--- src/rtl/uart_cfg.sv ---
// uart_cfg: runtime-configurable UART transmitter/receiver, single clock domain.
//
// Ports:
//   clk, rst        system clock; asynchronous active-high reset
//   baud_div        oversample tick period in clk cycles (0 behaves as 1)
//   parity_mode     00/11 none, 01 even, 10 odd
//   stop2           transmit two stop bits
//   tx_valid/ready  transmit handshake; transfer when both high
//   tx_data         payload to send, LSB first
//   tx              serial output, idles high
//   rx              asynchronous serial input
//   rx_valid        one-cycle pulse qualifying rx_data and the error flags
//   rx_data         last received payload
//   rx_parity_err   parity mismatch on the last frame
//   rx_frame_err    stop bit sampled low on the last frame
//   rx_busy         receiver is inside a frame
module uart_cfg #(
    parameter int unsigned SYS_CLK_RATE = 50000000,
    parameter int unsigned DATA_BITS    = 8,
    parameter int unsigned DIV_W        = 16
) (
    input  logic                 clk,
    input  logic                 rst,
    input  logic [DIV_W-1:0]     baud_div,
    input  logic [1:0]           parity_mode,
    input  logic                 stop2,
    input  logic                 tx_valid,
    input  logic [DATA_BITS-1:0] tx_data,
    output logic                 tx_ready,
    output logic                 tx,
    input  logic                 rx,
    output logic                 rx_valid,
    output logic [DATA_BITS-1:0] rx_data,
    output logic                 rx_parity_err,
    output logic                 rx_frame_err,
    output logic                 rx_busy
);

    localparam int unsigned      IDX_W    = $clog2(DATA_BITS);
    localparam logic [IDX_W-1:0] LAST_IDX = IDX_W'(DATA_BITS - 1);
    localparam logic [IDX_W-1:0] IDX_ONE  = IDX_W'(1);
    localparam logic [DIV_W-1:0] DIV_ONE  = DIV_W'(1);

    // Elaboration-time guard on the supported parameter range.
    if (DATA_BITS < 5 || DATA_BITS > 8 || SYS_CLK_RATE == 0) begin : g_bad_param
        $error("uart_cfg: DATA_BITS must be 5..8 and SYS_CLK_RATE nonzero");
    end

    // Effective divisor and parity decode shared by both directions.
    logic [DIV_W-1:0] div_eff_c;
    logic             par_en_c;
    assign div_eff_c = (baud_div == '0) ? DIV_ONE : baud_div;
    assign par_en_c  = parity_mode[0] ^ parity_mode[1];

    // ------------------------------------------------------------------
    // Transmitter
    // ------------------------------------------------------------------
    typedef enum logic [2:0] {
        TX_IDLE, TX_START, TX_DATA, TX_PARITY, TX_STOP1, TX_STOP2
    } tx_state_t;

    tx_state_t              tx_state, tx_state_nxt;
    logic [DIV_W-1:0]       tx_div, tx_div_cnt;
    logic [3:0]             tx_tick_cnt;
    logic [IDX_W-1:0]       tx_idx, tx_idx_nxt;
    logic [DATA_BITS-1:0]   tx_shreg, tx_shreg_nxt;
    logic                   tx_par_en, tx_par_bit, tx_stop2;
    logic                   tx_accept_c, tx_tick_c, tx_bit_end_c;
    logic                   tx_d, tx_ready_d;

    assign tx_accept_c  = tx_valid && (tx_state == TX_IDLE);
    assign tx_tick_c    = (tx_state != TX_IDLE) && (tx_div_cnt == tx_div - DIV_ONE);
    assign tx_bit_end_c = tx_tick_c && (tx_tick_cnt == 4'd15);

    // State register, frame configuration and tick divider.
    always_ff @(posedge clk or posedge rst) begin
        if (rst) begin
            tx_state    <= TX_IDLE;
            tx_div      <= '0;
            tx_div_cnt  <= '0;
            tx_tick_cnt <= '0;
            tx_idx      <= '0;
            tx_shreg    <= '0;
            tx_par_en   <= 1'b0;
            tx_par_bit  <= 1'b0;
            tx_stop2    <= 1'b0;
            tx          <= 1'b1;
            tx_ready    <= 1'b1;
        end else begin
            tx_state <= tx_state_nxt;
            tx_idx   <= tx_idx_nxt;
            tx_shreg <= tx_shreg_nxt;
            tx       <= tx_d;
            tx_ready <= tx_ready_d;
            if (tx_accept_c) begin
                tx_div      <= div_eff_c;
                tx_div_cnt  <= '0;
                tx_tick_cnt <= '0;
                tx_par_en   <= par_en_c;
                tx_par_bit  <= (^tx_data) ^ parity_mode[1];
                tx_stop2    <= stop2;
            end else if (tx_tick_c) begin
                tx_div_cnt  <= '0;
                tx_tick_cnt <= tx_tick_cnt + 4'd1;
            end else if (tx_state != TX_IDLE) begin
                tx_div_cnt  <= tx_div_cnt + DIV_ONE;
            end
        end
    end

    // Next-state: every state lasts 16 ticks; DATA repeats per payload bit.
    always_comb begin
        tx_state_nxt = tx_state;
        tx_idx_nxt   = tx_idx;
        tx_shreg_nxt = tx_shreg;
        case (tx_state)
            TX_IDLE: begin
                if (tx_accept_c) begin
                    tx_state_nxt = TX_START;
                    tx_idx_nxt   = '0;
                    tx_shreg_nxt = tx_data;
                end
            end
            TX_START: begin
                if (tx_bit_end_c) tx_state_nxt = TX_DATA;
            end
            TX_DATA: begin
                if (tx_bit_end_c) begin
                    if (tx_idx == LAST_IDX) begin
                        tx_state_nxt = tx_par_en ? TX_PARITY : TX_STOP1;
                    end else begin
                        tx_idx_nxt   = tx_idx + IDX_ONE;
                        tx_shreg_nxt = {1'b0, tx_shreg[DATA_BITS-1:1]};
                    end
                end
            end
            TX_PARITY: begin
                if (tx_bit_end_c) tx_state_nxt = TX_STOP1;
            end
            TX_STOP1: begin
                if (tx_bit_end_c) tx_state_nxt = tx_stop2 ? TX_STOP2 : TX_IDLE;
            end
            TX_STOP2: begin
                if (tx_bit_end_c) tx_state_nxt = TX_IDLE;
            end
            default: tx_state_nxt = TX_IDLE;
        endcase
    end

    // Output decode from the upcoming state so the line moves with the state.
    always_comb begin
        tx_d       = 1'b1;
        tx_ready_d = 1'b0;
        case (tx_state_nxt)
            TX_IDLE:   tx_ready_d = 1'b1;
            TX_START:  tx_d       = 1'b0;
            TX_DATA:   tx_d       = tx_shreg_nxt[0];
            TX_PARITY: tx_d       = tx_par_bit;
            default:   tx_d       = 1'b1;
        endcase
    end

    // ------------------------------------------------------------------
    // Receiver
    // ------------------------------------------------------------------
    typedef enum logic [2:0] {
        RX_IDLE, RX_START, RX_DATA, RX_PARITY, RX_STOP
    } rx_state_t;

    rx_state_t              rx_state, rx_state_nxt;
    logic                   rx_s1, rx_s2, rx_prev;
    logic [DIV_W-1:0]       rx_div, rx_div_cnt;
    logic [3:0]             rx_tick_cnt;
    logic [IDX_W-1:0]       rx_idx, rx_idx_nxt;
    logic [DATA_BITS-1:0]   rx_shreg, rx_shreg_nxt;
    logic                   rx_par_en, rx_par_odd, rx_par_smp, rx_par_smp_nxt;
    logic                   rx_start_c, rx_tick_c, rx_sample_c;
    logic                   rx_valid_d, rx_busy_d, rx_perr_d;

    // Falling edge of the synchronised line starts a frame only from idle.
    assign rx_start_c  = (rx_state == RX_IDLE) && rx_prev && !rx_s2;
    assign rx_tick_c   = (rx_state != RX_IDLE) && (rx_div_cnt == rx_div - DIV_ONE);
    // Start bit is sampled at 8 ticks (mid-bit); the tick count then restarts
    // so every later sample lands 16 ticks on, also mid-bit.
    assign rx_sample_c = rx_tick_c &&
                         ((rx_state == RX_START) ? (rx_tick_cnt == 4'd7)
                                                 : (rx_tick_cnt == 4'd15));

    // State register, synchroniser, frame configuration and result registers.
    always_ff @(posedge clk or posedge rst) begin
        if (rst) begin
            rx_state      <= RX_IDLE;
            rx_s1         <= 1'b1;
            rx_s2         <= 1'b1;
            rx_prev       <= 1'b1;
            rx_div        <= '0;
            rx_div_cnt    <= '0;
            rx_tick_cnt   <= '0;
            rx_idx        <= '0;
            rx_shreg      <= '0;
            rx_par_en     <= 1'b0;
            rx_par_odd    <= 1'b0;
            rx_par_smp    <= 1'b0;
            rx_valid      <= 1'b0;
            rx_busy       <= 1'b0;
            rx_data       <= '0;
            rx_parity_err <= 1'b0;
            rx_frame_err  <= 1'b0;
        end else begin
            rx_s1      <= rx;
            rx_s2      <= rx_s1;
            rx_prev    <= rx_s2;
            rx_state   <= rx_state_nxt;
            rx_idx     <= rx_idx_nxt;
            rx_shreg   <= rx_shreg_nxt;
            rx_par_smp <= rx_par_smp_nxt;
            rx_valid   <= rx_valid_d;
            rx_busy    <= rx_busy_d;
            if (rx_valid_d) begin
                rx_data       <= rx_shreg;
                rx_parity_err <= rx_perr_d;
                rx_frame_err  <= !rx_s2;
            end
            if (rx_start_c) begin
                rx_div      <= div_eff_c;
                rx_div_cnt  <= '0;
                rx_tick_cnt <= '0;
                rx_par_en   <= par_en_c;
                rx_par_odd  <= parity_mode[1];
            end else if (rx_tick_c) begin
                rx_div_cnt  <= '0;
                rx_tick_cnt <= (rx_state == RX_START && rx_sample_c) ? 4'd0
                                                                     : rx_tick_cnt + 4'd1;
            end else if (rx_state != RX_IDLE) begin
                rx_div_cnt  <= rx_div_cnt + DIV_ONE;
            end
        end
    end

    // Next-state and sample capture.
    always_comb begin
        rx_state_nxt   = rx_state;
        rx_idx_nxt     = rx_idx;
        rx_shreg_nxt   = rx_shreg;
        rx_par_smp_nxt = rx_par_smp;
        case (rx_state)
            RX_IDLE: begin
                if (rx_start_c) begin
                    rx_state_nxt = RX_START;
                    rx_idx_nxt   = '0;
                end
            end
            RX_START: begin
                if (rx_sample_c) rx_state_nxt = rx_s2 ? RX_IDLE : RX_DATA;
            end
            RX_DATA: begin
                if (rx_sample_c) begin
                    rx_shreg_nxt = {rx_s2, rx_shreg[DATA_BITS-1:1]};
                    if (rx_idx == LAST_IDX) begin
                        rx_state_nxt = rx_par_en ? RX_PARITY : RX_STOP;
                    end else begin
                        rx_idx_nxt = rx_idx + IDX_ONE;
                    end
                end
            end
            RX_PARITY: begin
                if (rx_sample_c) begin
                    rx_par_smp_nxt = rx_s2;
                    rx_state_nxt   = RX_STOP;
                end
            end
            RX_STOP: begin
                if (rx_sample_c) rx_state_nxt = RX_IDLE;
            end
            default: rx_state_nxt = RX_IDLE;
        endcase
    end

    // Output decode: completion pulse, busy flag and parity check.
    always_comb begin
        rx_valid_d = (rx_state == RX_STOP) && rx_sample_c;
        rx_busy_d  = (rx_state_nxt != RX_IDLE);
        rx_perr_d  = rx_par_en && (rx_par_smp != ((^rx_shreg) ^ rx_par_odd));
    end

endmodule
--- config.mk ---
export PLATFORM = sky130hd
export DESIGN_NAME = uart_cfg
export DESIGN_NICKNAME = d
export VERILOG_FILES = /design/src/rtl/uart_cfg.sv
export SDC_FILE = /design/constraint.sdc
export NUM_CORES = 1
export LEC_CHECK = 0
export BUFFER_PORTS_ARGS = -buffer_cell sky130_fd_sc_hd__buf_2
export CORE_ASPECT_RATIO = 0.5
export CORE_MARGIN = 1
export CORE_UTILIZATION = 35
export DETAILED_ROUTE_END_ITERATION = 10
export SLEW_MARGIN = 30
export SYNTH_ARGS = -nofsm -noshare
export SYNTH_HDL_FRONTEND = slang
export SYNTH_SLANG_ARGS = --single-unit
export TNS_END_PERCENT = 20
--- constraint.sdc ---
create_clock -name clk -period 10.7 [get_ports clk]
set_input_delay 1.07 -clock clk [delete_from_list [all_inputs] [get_ports clk]]
set_output_delay 1.07 -clock clk [all_outputs]
set_load 0.02 [all_outputs]
==> results of run 1 <==
==> power by group through the flow <==
stage               Combinational [uW]  Clock [uW]  Sequential [uW]
floorplan                          330           0              608
global placement                   363           0              651
detailed placement                 373           0              654
CTS                                377         606              647
global route                       424         630              662
finish                             378         596              649
==> layout make-up <==
| class | instances | area share |
|---|---|---|
| Inverter | 21 | 0.0104 |
| Sequential cell | 123 | 0.393 |
| Timing Repair Buffer | 47 | 0.0314 |
| Tap cell | 259 | 0.0413 |
| Clock buffer | 24 | 0.0588 |
| Clock inverter | 8 | 0.0182 |
| Multi-Input combinational cell | 535 | 0.447 |
==> cell families (layout without fill, tap and decap cells) <==
| logic type | count (synthesis) | after routing | share of synthesized area |
|---|---|---|---|
| xor gates and xnor gates | 90 | 90 | 0.116 |
| AOI/OAI and AO/OA | 104 | 104 | 0.106 |
| buffers and inverters | 50 | 100 | 0.0311 |
| muxes | 34 | 34 | 0.0559 |
| and+or+nand+nor | 297 | 297 | 0.220 |
| adders and majority gates | 10 | 10 | 0.0184 |
| DFF | 123 | 123 | 0.453 |
==> sequential cells by signal (all words and copies together), names as in the netlist, 3 cells and up <==
| signal | cells |
|---|---|
| rx_div | 16 |
| rx_idx | 3 |
| tx_tick_cnt | 4 |
| tx_div_cnt | 16 |
| rx_tick_cnt | 4 |
| tx_div | 16 |
| tx_state | 3 |
| rx_shreg | 8 |
| rx_div_cnt | 16 |
| tx_idx | 3 |
| rx_state | 3 |
| tx_shreg | 8 |
| rx_data | 8 |
==> stage by stage <==
| stage | hold WS (ns) | instance area, um2 |
|---|---|---|
| final | 0.354 | 7860 |
| after global placement | 0.348 | 7240 |
| after floorplan | 0.345 | 6800 |
| after detailed placement | 0.348 | 7240 |
| after CTS | 0.359 | 7850 |
| after global routing | 0.365 | 7860 |
==> placed cells by master (no fill, tap or decap), drive strengths merged, types with 9 or more instances in the layout <==
cell type / count
a22oi: 9
a21oi: 15
xor2: 33
nor3: 20
nand2: 109
nor4: 11
mux2: 32
xnor2: 57
dfrtp: 118
nand3: 34
buf: 47
ha: 10
and3: 11
nor2: 68
o21ai: 31
inv: 21
clkbuf: 24
==> worst paths after layout <==
check,from,to,slack [ns]
worst max-delay path,rx_div[0],rx_data[6],6.81
worst min-delay path,rx_s1,rx_s2,0.35
worst max register to register,rx_div[0],rx_data[6],6.81
worst min register to register,rx_s1,rx_s2,0.35
max in group asynchronous,rst,rx_div_cnt[3],8.86
min in group asynchronous,rst,tx_par_bit,0.68
==> worst reg2reg max path, cell delays in order, from the launching register on <==
cell      delay [ns]
dfrtp_1         0.42
inv_1           0.08
ha_1            0.28
nor4b_4         0.46
nand4_2         0.20
o311ai_1        0.28
o211ai_1        0.13
o31a_1          0.15
or4_1           0.82
nor3_4          0.58
mux2_2          0.40
==> metal layers <==
layer	wire, um	up-vias	share of wire
met4	295	0	0.020
met3	367	24	0.025
met5	0	-	0
li1	-	2527	-
met1	7250	2453	0.50
met2	6710	92	0.46
==> metrics.cfg, run 1 <==
[timing]
rsz0062_at_grt = false
finalClockSkew_ns = 0.0113
worstMarginPinSlew_ns = 0.867
period_share = 0.364
tns_ns = 0
setup-violations-final = 0
max_slew_margin = 0.422
hold_violations = 0
clock.fmax_ghz = 0.257
final.setup.worst_slack_ns = 6.81
period_minus_slack_ns = 3.89
slew_viol_final = 0

[global_routing]
grt_pass1_vias = 4964
grt_pass1_wl_um = 24800
met1_usage = 0.217
antenna_found_initial = 0
grt_util_met3 = 0.0251
grtUsageMet2 = 0.244
overflow = 0
grt_usage = 0.157
top_usage_layer = met2
grt_max_degree = 87

[logic_synthesis]
synth.area.top_cells = dfrtp_1, xnor2_1, nand2_1
synthArstFlopShare = 1.00
yosys-top-cells-count = dfrtp_1, nand2_1, nor2_1
synth_nets = 749
syn_area_per_cell_um2 = 9.61
synth-main-ff-cell = dfrtp_1
synth.largest_area_cell = dfrtp_1
synth_edf_count = 0
ys_seq_elements = 123
synth.distinct_cells = 76
syn_inst = 708
syn_area_mm2 = 0.00680
synth.top_cell.area_share = 0.434
synth-seq-area-share = 0.453
yosysMostFrequentCell = dfrtp_1
yosysWarnings = 0

[placed_design]
dpl.hpwl_um = 10200
dp_cells = 985
port_buffers = 44
routabilityCongestion = 0.905
pre_cts_ws_ns = 6.78

[critical_path]
r2r.worst_path.cells = 10
cp_slowest_stage_delay_ns = 0.82
critical_path_buf_inv_count = 1
worstPathCellList = inv_1, ha_1, nor4b_4, nand4_2, o311ai_1, o211ai_1, o31a_1, or4_1, nor3_4, mux2_2
cp.required_ns = 10.99
cp_slowest_cell = or4_1
cp_num_cells = 10
crit_family = simple AND/OR/NAND/NOR gates
critPathKind = register to register
cp-end-kind = register
path_max_fanout = 16
cp-start-kind = register
crit_arrival_ns = 4.19

[floorplan]
die_w_um = 199
rows = 35
io_pins = 45
die-area_mm2 = 0.0200
start_util = 0.364
dieHeight_um = 101
core_area_mm2 = 0.0187

[pwr]
p_sw_uw = 517
p_leak_uw = 0.00348
powerDensity_mw_per_mm2 = 206
total_power_uw = 1620
pwr-share-comb = 0.233
ir_drop_v = 0.000115
sw_frac_of_total = 0.319
pwr-share-seq = 0.400
p_int_uw = 1100
p_clk_frac = 0.367

[clocking]
htreeDepth = 4
clkLatencyLatePin_ns = 0.41
clkSinkCount = 123
cts_hold_buffers = 0
post_cts_resized = 0
cts_buffer_depth = 2
cts.reportedPaths.clkPinSlew_ns = 0.06
numCtsBuffers = 17
cts_tree = done
clock-root-buffer = clkbuf_16
postCtsSetupBuffers = 0

[detailed_routing]
ant_nets = 0
drt_iter0_markers = 359
via_per_inst = 5.01
wirelength_um = 14600
drc = 0
vias = 5096
wl_per_cell_um = 14.4
firstDrtPassIters = 5

[final_layout]
fin_util = 0.420
nNetsFinal = 786
instances_no_fill = 1017
multi_input_area_mm2 = 0.00351
fill_cells = 1804
seqCellArea_mm2 = 0.00308
diodes = 0
area_growth_pct = 15.4
final_layout_size_suffix_gt1_frac = 0.168

[flow_run]
cap_viol_max_count = 0

[run_status]
status = complete, no violations

[hold_path]
min_delay_path_depth = 0
hold_path_class = register to register

(Power assumes the default switching activity.)
==> run 2: changes to the inputs <==
Settings changed: ABC_AREA set to 1.
Clock period 10.7 ns to 3.78 ns, I/O delays scaled along.
==> metrics.cfg, run 2 <==
[run_status]
status = complete, no violations  ; unchanged

[clocking]
clkSinkCount = 123  ; unchanged
cts.reportedPaths.clkPinSlew_ns = 0.06  ; about the same
postCtsSetupBuffers = 0  ; unchanged
cts_buffer_depth = 2  ; unchanged
htreeDepth = 4  ; unchanged
clkLatencyLatePin_ns = 0.42  ; was 0.41 ns
clock-root-buffer = clkbuf_16  ; unchanged
post_cts_resized = 0  ; unchanged
numCtsBuffers = 17  ; unchanged
cts_tree = done  ; unchanged
cts_hold_buffers = 0  ; unchanged

[global_routing]
grt_pass1_vias = 6124  ; was 4,964
grt_max_degree = 50  ; was 87
met1_usage = 0.230  ; was 0.217
grt_usage = 0.171  ; was 0.157
grtUsageMet2 = 0.269  ; was 0.244
antenna_found_initial = 0  ; unchanged
top_usage_layer = met2  ; unchanged
overflow = 0  ; unchanged
grt_pass1_wl_um = 29200  ; was 24,800 um
grt_util_met3 = 0.0404  ; was 0.0251

[final_layout]
diodes = 0  ; unchanged
nNetsFinal = 1080  ; was 786
final_common_cell = nand2_1  ; was dfrtp_1
area_growth_pct = 15.4  ; about the same
final_cell_mix = nand2_1, inv_1, dfrtp_1, nor2_1, o21ai_0  ; was dfrtp_1, nand2_1, nor2_1, xnor2_1, buf_2
final_layout_size_suffix_gt1_frac = 0.119  ; was 0.168

[logic_synthesis]
synthSimpleGateAreaFrac = 0.312  ; was 0.220
yosys-top-cells-count = nand2_1, inv_1, dfrtp_1  ; was dfrtp_1, nand2_1, nor2_1
synth_top_family_by_area = simple AND/OR/NAND/NOR gates  ; unchanged
synth-main-ff-cell = dfrtp_1  ; unchanged
yosysWarnings = 0  ; unchanged
synthMuxAreaShare = 0  ; was 0.0559
yosysMostFrequentCell = nand2_1  ; was dfrtp_1
synth.largest_area_cell = dfrtp_1  ; unchanged
synth_edf_count = 0  ; unchanged
synth.top_cell.area_share = 0.406  ; was 0.434
synth_compound_area_frac = 0.0881  ; was 0.106
syn_area_mm2 = 0.00727  ; was 0.00680 mm2
synthAdderAreaFrac = 0.0172  ; was 0.0184
synth_nets = 1024  ; was 749
synthArstFlopShare = 1.00  ; unchanged
syn_inst = 983  ; was 708
synth.area.top_cells = dfrtp_1, nand2_1, inv_1  ; was dfrtp_1, xnor2_1, nand2_1
synth-seq-area-share = 0.424  ; was 0.453
ys_seq_elements = 123  ; unchanged
synth.distinct_cells = 46  ; was 76
synthXorXnorAreaFrac = 0.0769  ; was 0.116
syn_area_per_cell_um2 = 7.40  ; was 9.61 um2

[critical_path]
cp_slowest_stage_delay_ns = 0.68  ; was 0.82 ns
critPathKind = register to register  ; unchanged
worstPathCellList = inv_1, ha_1, nand3_1, nor2_1, nand2_1, xor2_1, nand2_1, nor2_1, nand2_1, nor2_1, nand3_1, inv_1, o21ai_1, nand2_1, nand3_1  ; was inv_1, ha_1, nor4b_4, nand4_2, o311ai_1, o211ai_1, o31a_1, or4_1, nor3_4, mux2_2
r2r_end = tx_shreg[3]  ; was rx_data[6]
cp_slowest_cell = o21ai_1  ; was or4_1
path_max_fanout = 13  ; was 16
r2r_setup_slack_ns = 0.87  ; was 6.81 ns
crit_arrival_ns = 3.26  ; was 4.19 ns
r2r_start = tx_div[0]  ; was rx_div[0]
cp_num_cells = 15  ; was 10
cp-end-kind = register  ; unchanged
cp.required_ns = 4.13  ; was 10.99 ns
critical_path_buf_inv_count = 2  ; was 1
crit_family = simple AND/OR/NAND/NOR gates  ; unchanged
r2r.worst_path.cells = 15  ; was 10
cp_common_cell = nand2_1
cp-start-kind = register  ; unchanged

[detailed_routing]
drt_iter0_markers = 389  ; was 359
firstDrtPassIters = 5  ; unchanged
wl_per_cell_um = 12.9  ; was 14.4 um
via_per_inst = 4.79  ; was 5.01
drc = 0  ; unchanged
vias = 6307  ; was 5,096
wirelength_um = 17000  ; was 14,600 um
ant_nets = 0  ; unchanged

[placed_design]
port_buffers = 44  ; unchanged
routabilityCongestion = 0.964  ; was 0.905
dpl.hpwl_um = 12700  ; was 10,200 um

[pwr]
p_leak_uw = 0.00429  ; was 0.00348 uW
p_sw_uw = 896  ; was 517 uW
ir_drop_v = 0.000233  ; was 0.000115 V
p_clk_frac = 0.466  ; was 0.367
powerDensity_mw_per_mm2 = 403  ; was 206 mW/mm2
pwr-share-seq = 0.425  ; was 0.400
pwr-share-comb = 0.109  ; was 0.233
p_int_uw = 2490  ; was 1100 uW
sw_frac_of_total = 0.265  ; was 0.319

[timing]
finalClockSkew_ns = 0.00767  ; was 0.0113 ns
worst_hold_slack_ns = 0.0400  ; was 0.354 ns
worstMarginPinSlew_ns = 0.824  ; was 0.867 ns
hold_violations = 0  ; unchanged
setup-violations-final = 0  ; unchanged
tns_ns = 0  ; unchanged
period_share = 0.769  ; was 0.364
slew_viol_final = 0  ; unchanged
clock.fmax_ghz = 0.344  ; was 0.257 GHz
max_slew_margin = 0.447  ; was 0.422
period_minus_slack_ns = 2.91  ; was 3.89 ns
rsz0062_at_grt = false  ; unchanged

[floorplan]
io_pins = 45  ; unchanged
die_w_um = 206  ; was 199 um
rows = 36  ; was 35
die-area_mm2 = 0.0214  ; was 0.0200 mm2
start_util = 0.365  ; was 0.364
core_area_mm2 = 0.0199  ; was 0.0187 mm2
dieHeight_um = 104  ; was 101 um

[flow_run]
cap_viol_max_count = 0  ; unchanged

[hold_path]
hold_path_class = primary input to async pin  ; was register to register

## run 2: power groups by stage
stage / sequential (uW) / clock (uW) / combinational, uW
5_1_grt: 1450 / 1670 / 421
4_1_cts: 1440 / 1610 / 372
3_3_place_gp: 1460 / 0 / 359
6_report: 1440 / 1580 / 368
2_1_floorplan: 1440 / 0 / 283
3_5_place_dp: 1460 / 0 / 367
## run 2: kinds of logic (layout without fill, tap and decap cells)
kind of cell / count (synthesis) / in the layout
xor gates and xnor gates: 63 / 63
AOI/OAI and AO/OA: 115 / 115
and+or+nand+nor: 518 / 518
adders and majority gates: 10 / 10
DFF: 123 / 123
buffers and inverters: 154 / 222
## run 2: final cells by class
| cell class | instances | area (um2) |
|---|---|---|
| flip-flops and latches | 123 | 3080 |
| fillers | 2000 | 11500 |
| inverters | 138 | 520 |
| clock buffers | 19 | 443 |
| repair buffers | 53 | 288 |
| well taps | 266 | 333 |
| multi-input cells | 706 | 3600 |
| clock inverters | 12 | 125 |
## run 2: routing by layer
metal	part of all wire	wire length, um	vias to the layer above
li1	-	-	3225
met1	0.48	8210	2948
met2	0.46	7880	112
met3	0.038	640	22
met4	0.018	299	0
met5	0	0	-
## run 2: worst reg2reg max path, stage by stage (launching register included)
cell	delay [ns]
dfrtp_1	0.37
inv_1	0.11
ha_1	0.19
nand3_1	0.14
nor2_1	0.36
nand2_1	0.14
xor2_1	0.16
nand2_1	0.07
nor2_1	0.04
nand2_1	0.06
nor2_1	0.05
nand3_1	0.09
inv_1	0.15
o21ai_1	0.68
nand2_1	0.12
nand3_1	0.11
## run 2: through the flow
step / setup slack [ns] / util / instances / power [uW] / cell area, um2
2_1_floorplan: 0.139 / - / 983 / 1730 / 7270
3_3_place_gp: 0.986 / 0.393 / 1286 / 1820 / 7820
5_1_grt: 0.492 / 0.421 / 1317 / 3540 / 8390
6_report: 0.873 / 0.421 / 1317 / 3380 / 8390
4_1_cts: 0.828 / 0.421 / 1317 / 3420 / 8390
3_5_place_dp: 0.844 / 0.393 / 1286 / 1830 / 7820
## run 2: worst max path at each step
stage / from / end
final: tx_div[0] / tx_shreg[3]
after detailed placement: tx_div[0] / tx_shreg[7]
after global placement: tx_div[0] / tx_shreg[7]
after floorplan: rst / rx_busy
after CTS: tx_div[0] / tx_idx[2]
after global routing: tx_div[0] / tx_idx[0]
==> run 3: changes to the inputs <==
Clock period 3.78 ns to 2.4 ns, I/O delays scaled along.
==> metrics.cfg, run 3 (synthesis results as in run 2) <==
[run_status]
status = finished, violations left  ; was complete, no violations
violations = hold timing, setup timing

[timing]
final.setup.worst_slack_ns = -0.155  ; was 0.873 ns
rsz0062_at_grt = true  ; was false
max_slew_margin = 0.536  ; was 0.447
setup-violations-final = 14  ; was 0
worst_hold_slack_ns = -0.0396  ; was 0.0400 ns
tns_ns = -1.28  ; was 0 ns
clock.fmax_ghz = 0.391  ; was 0.344 GHz
period_share = 1.06  ; was 0.769
slew_viol_final = 0  ; unchanged
period_minus_slack_ns = 2.56  ; was 2.91 ns
finalClockSkew_ns = 0.0123  ; was 0.00767 ns
worstMarginPinSlew_ns = 0.697  ; was 0.824 ns
hold_violations = 10  ; was 0

[final_layout]
final_common_cell = nand2_1  ; unchanged
final_layout_size_suffix_gt1_frac = 0.279  ; was 0.119
diodes = 0  ; unchanged
instances_no_fill = 1400  ; was 1,317
fin_util = 0.484  ; was 0.421
nNetsFinal = 1162  ; was 1,080
final_cell_mix = nand2_1, inv_1, dfrtp_1, buf_4, nor2_1  ; was nand2_1, inv_1, dfrtp_1, nor2_1, o21ai_0
area_growth_pct = 32.6  ; was 15.4%
design_area_mm2 = 0.00964  ; was 0.00839 mm2

[detailed_routing]
wl_per_cell_um = 13.1  ; was 12.9 um
firstDrtPassIters = 5  ; unchanged
drc = 0  ; unchanged
wirelength_um = 18400  ; was 17,000 um
vias = 6696  ; was 6,307
ant_nets = 0  ; unchanged
via_per_inst = 4.78  ; was 4.79
drt_iter0_markers = 510  ; was 389

[critical_path]
r2r_setup_slack_ns = -0.16  ; was 0.87 ns
crit_arrival_ns = 2.90  ; was 3.26 ns
r2r_start = rx_div[0]  ; was tx_div[0]
r2r.worst_path.cells = 16  ; was 15
path_max_fanout = 6  ; was 13
cp-end-kind = register  ; unchanged
cp_slowest_cell = dfrtp_1  ; was o21ai_1
critPathKind = register to register  ; unchanged
cp-start-kind = register  ; unchanged
r2r_end = rx_data[3]  ; was tx_shreg[3]
worstPathCellList = inv_2, ha_4, nand2_4, nor2_4, nand2_2, nor2_4, xor2_1, nor3b_2, nand3_2, nor2_8, nand2_4, nor3_4, buf_6, buf_12, nand2_2, o21ai_2  ; was inv_1, ha_1, nand3_1, nor2_1, nand2_1, xor2_1, nand2_1, nor2_1, nand2_1, nor2_1, nand3_1, inv_1, o21ai_1, nand2_1, nand3_1
cp_slowest_stage_delay_ns = 0.39  ; was 0.68 ns
cp.required_ns = 2.74  ; was 4.13 ns

[placed_design]
dp_cells = 1333  ; was 1,286
placed_area_mm2 = 0.00823  ; was 0.00782 mm2
routabilityCongestion = 0.928  ; was 0.964
port_buffers = 44  ; unchanged
dpl.hpwl_um = 12600  ; was 12,700 um

[pwr]
powerDensity_mw_per_mm2 = 583  ; was 403 mW/mm2
p_leak_uw = 0.00491  ; was 0.00429 uW
p_clk_frac = 0.451  ; was 0.466
pwr-share-comb = 0.148  ; was 0.109
ir_drop_v = 0.000455  ; was 0.000233 V
p_int_uw = 4070  ; was 2490 uW
p_sw_uw = 1550  ; was 896 uW
pwr-share-seq = 0.401  ; was 0.425
sw_frac_of_total = 0.276  ; was 0.265

[clocking]
clkLatencyLatePin_ns = 0.43  ; was 0.42 ns
cts_buffer_depth = 2  ; unchanged
cts.reportedPaths.clkPinSlew_ns = 0.06  ; about the same
clkSinkCount = 123  ; unchanged
htreeDepth = 4  ; unchanged
clock-root-buffer = clkbuf_16  ; unchanged
numCtsBuffers = 17  ; unchanged
cts_tree = done  ; unchanged

[floorplan]
core_area_mm2 = 0.0199  ; unchanged
dieHeight_um = 104  ; unchanged
io_pins = 45  ; unchanged
rows = 36  ; unchanged
start_util = 0.365  ; unchanged
die-area_mm2 = 0.0214  ; unchanged
die_w_um = 206  ; unchanged

[global_routing]
grt_pass1_vias = 6268  ; was 6,124
grtUsageMet2 = 0.282  ; was 0.269
overflow = 0  ; unchanged
met1_usage = 0.234  ; was 0.230
grt_max_degree = 124  ; was 50
grt_pass1_wl_um = 29900  ; was 29,200 um
antenna_found_initial = 0  ; unchanged
top_usage_layer = met2  ; unchanged
grt_usage = 0.175  ; was 0.171
grt_util_met3 = 0.0417  ; was 0.0404

[hold_path]
hold_path_class = primary input to async pin  ; unchanged

[flow_run]
cap_viol_max_count = 0  ; unchanged

## run 3: cell types whose count changed in the layout (fill, tap and decap cells not counted), sizes merged
| cell | change |
|---|---|
| buf | +79 |
| inv | +1 |
| clkinv | +2 |
| clkinvlp | -1 |
| clkbuf | +1 |
| dlygate4sd3 | +1 |
## run 3: how the worst max path moves through the flow
| stage | from | end | slack (ns) | cells past startpoint |
|---|---|---|---|---|
| after floorplan | rx_div[0] | rx_data[0] | -0.03 | 14 |
| after global placement | rx_div[3] | rx_busy | -0.11 | 15 |
| after detailed placement | tx_div[0] | tx | -0.20 | 18 |
| after CTS | rx_div[4] | rx_data[6] | -0.1 | 15 |
| after global routing | rx_div[0] | rx_data[3] | -0.33 | 16 |
| final | rx_div[0] | rx_data[3] | -0.16 | 16 |
## run 3: metrics by stage
step,setup slack (ns),total power (uW)
after global routing,-0.335,5890
after global placement,-0.106,2930
final,-0.155,5620
after floorplan,-0.0299,2720
after CTS,-0.0995,5570
after detailed placement,-0.203,2950
## run 3: critical path: cells and delay by family, from the launching register on
family / cells / cell delay, ns
flip-flops: 1 / 0.39
buffers and inverters: 3 / 0.38
XOR/XNOR: 1 / 0.21
AO/OA/AOI/OAI: 1 / 0.07
adder cells (fa/ha/maj): 1 / 0.18
AND/OR/NAND/NOR: 10 / 1.23
## run 3: metal layers
metal  routed length (um)  vias up
met5                    0        -
met1                 8650     3153
met3                  571       20
met2                 8920      116
met4                  256        0
li1                     -     3407
## run 3: cell type report
class                           count  area [um2]
Clock buffer                       18         439
Clock inverter                     14         145
Fill cell                        1890       10300
Inverter                          138         524
Multi-Input combinational cell    706        4070
Sequential cell                   123        3090
Tap cell                          266         333
Timing Repair Buffer              135        1040
## run 3: timing repair
item	in CTS	in global routing
resized for setup	37	118
endpoints found under the hold margin	1	0
pin swaps	18	42
hold buffers	1	0
setup buffers	15	17
cloned	1	2
setup endpoints to repair	41	65
## run 3: power groups by stage
stage / Sequential (uW) / Combinational (uW) / Clock [uW]
finish: 2250 / 830 / 2540
global route: 2270 / 930 / 2690
CTS: 2250 / 723 / 2590
detailed placement: 2280 / 663 / 0
global placement: 2280 / 645 / 0
floorplan: 2270 / 446 / 0
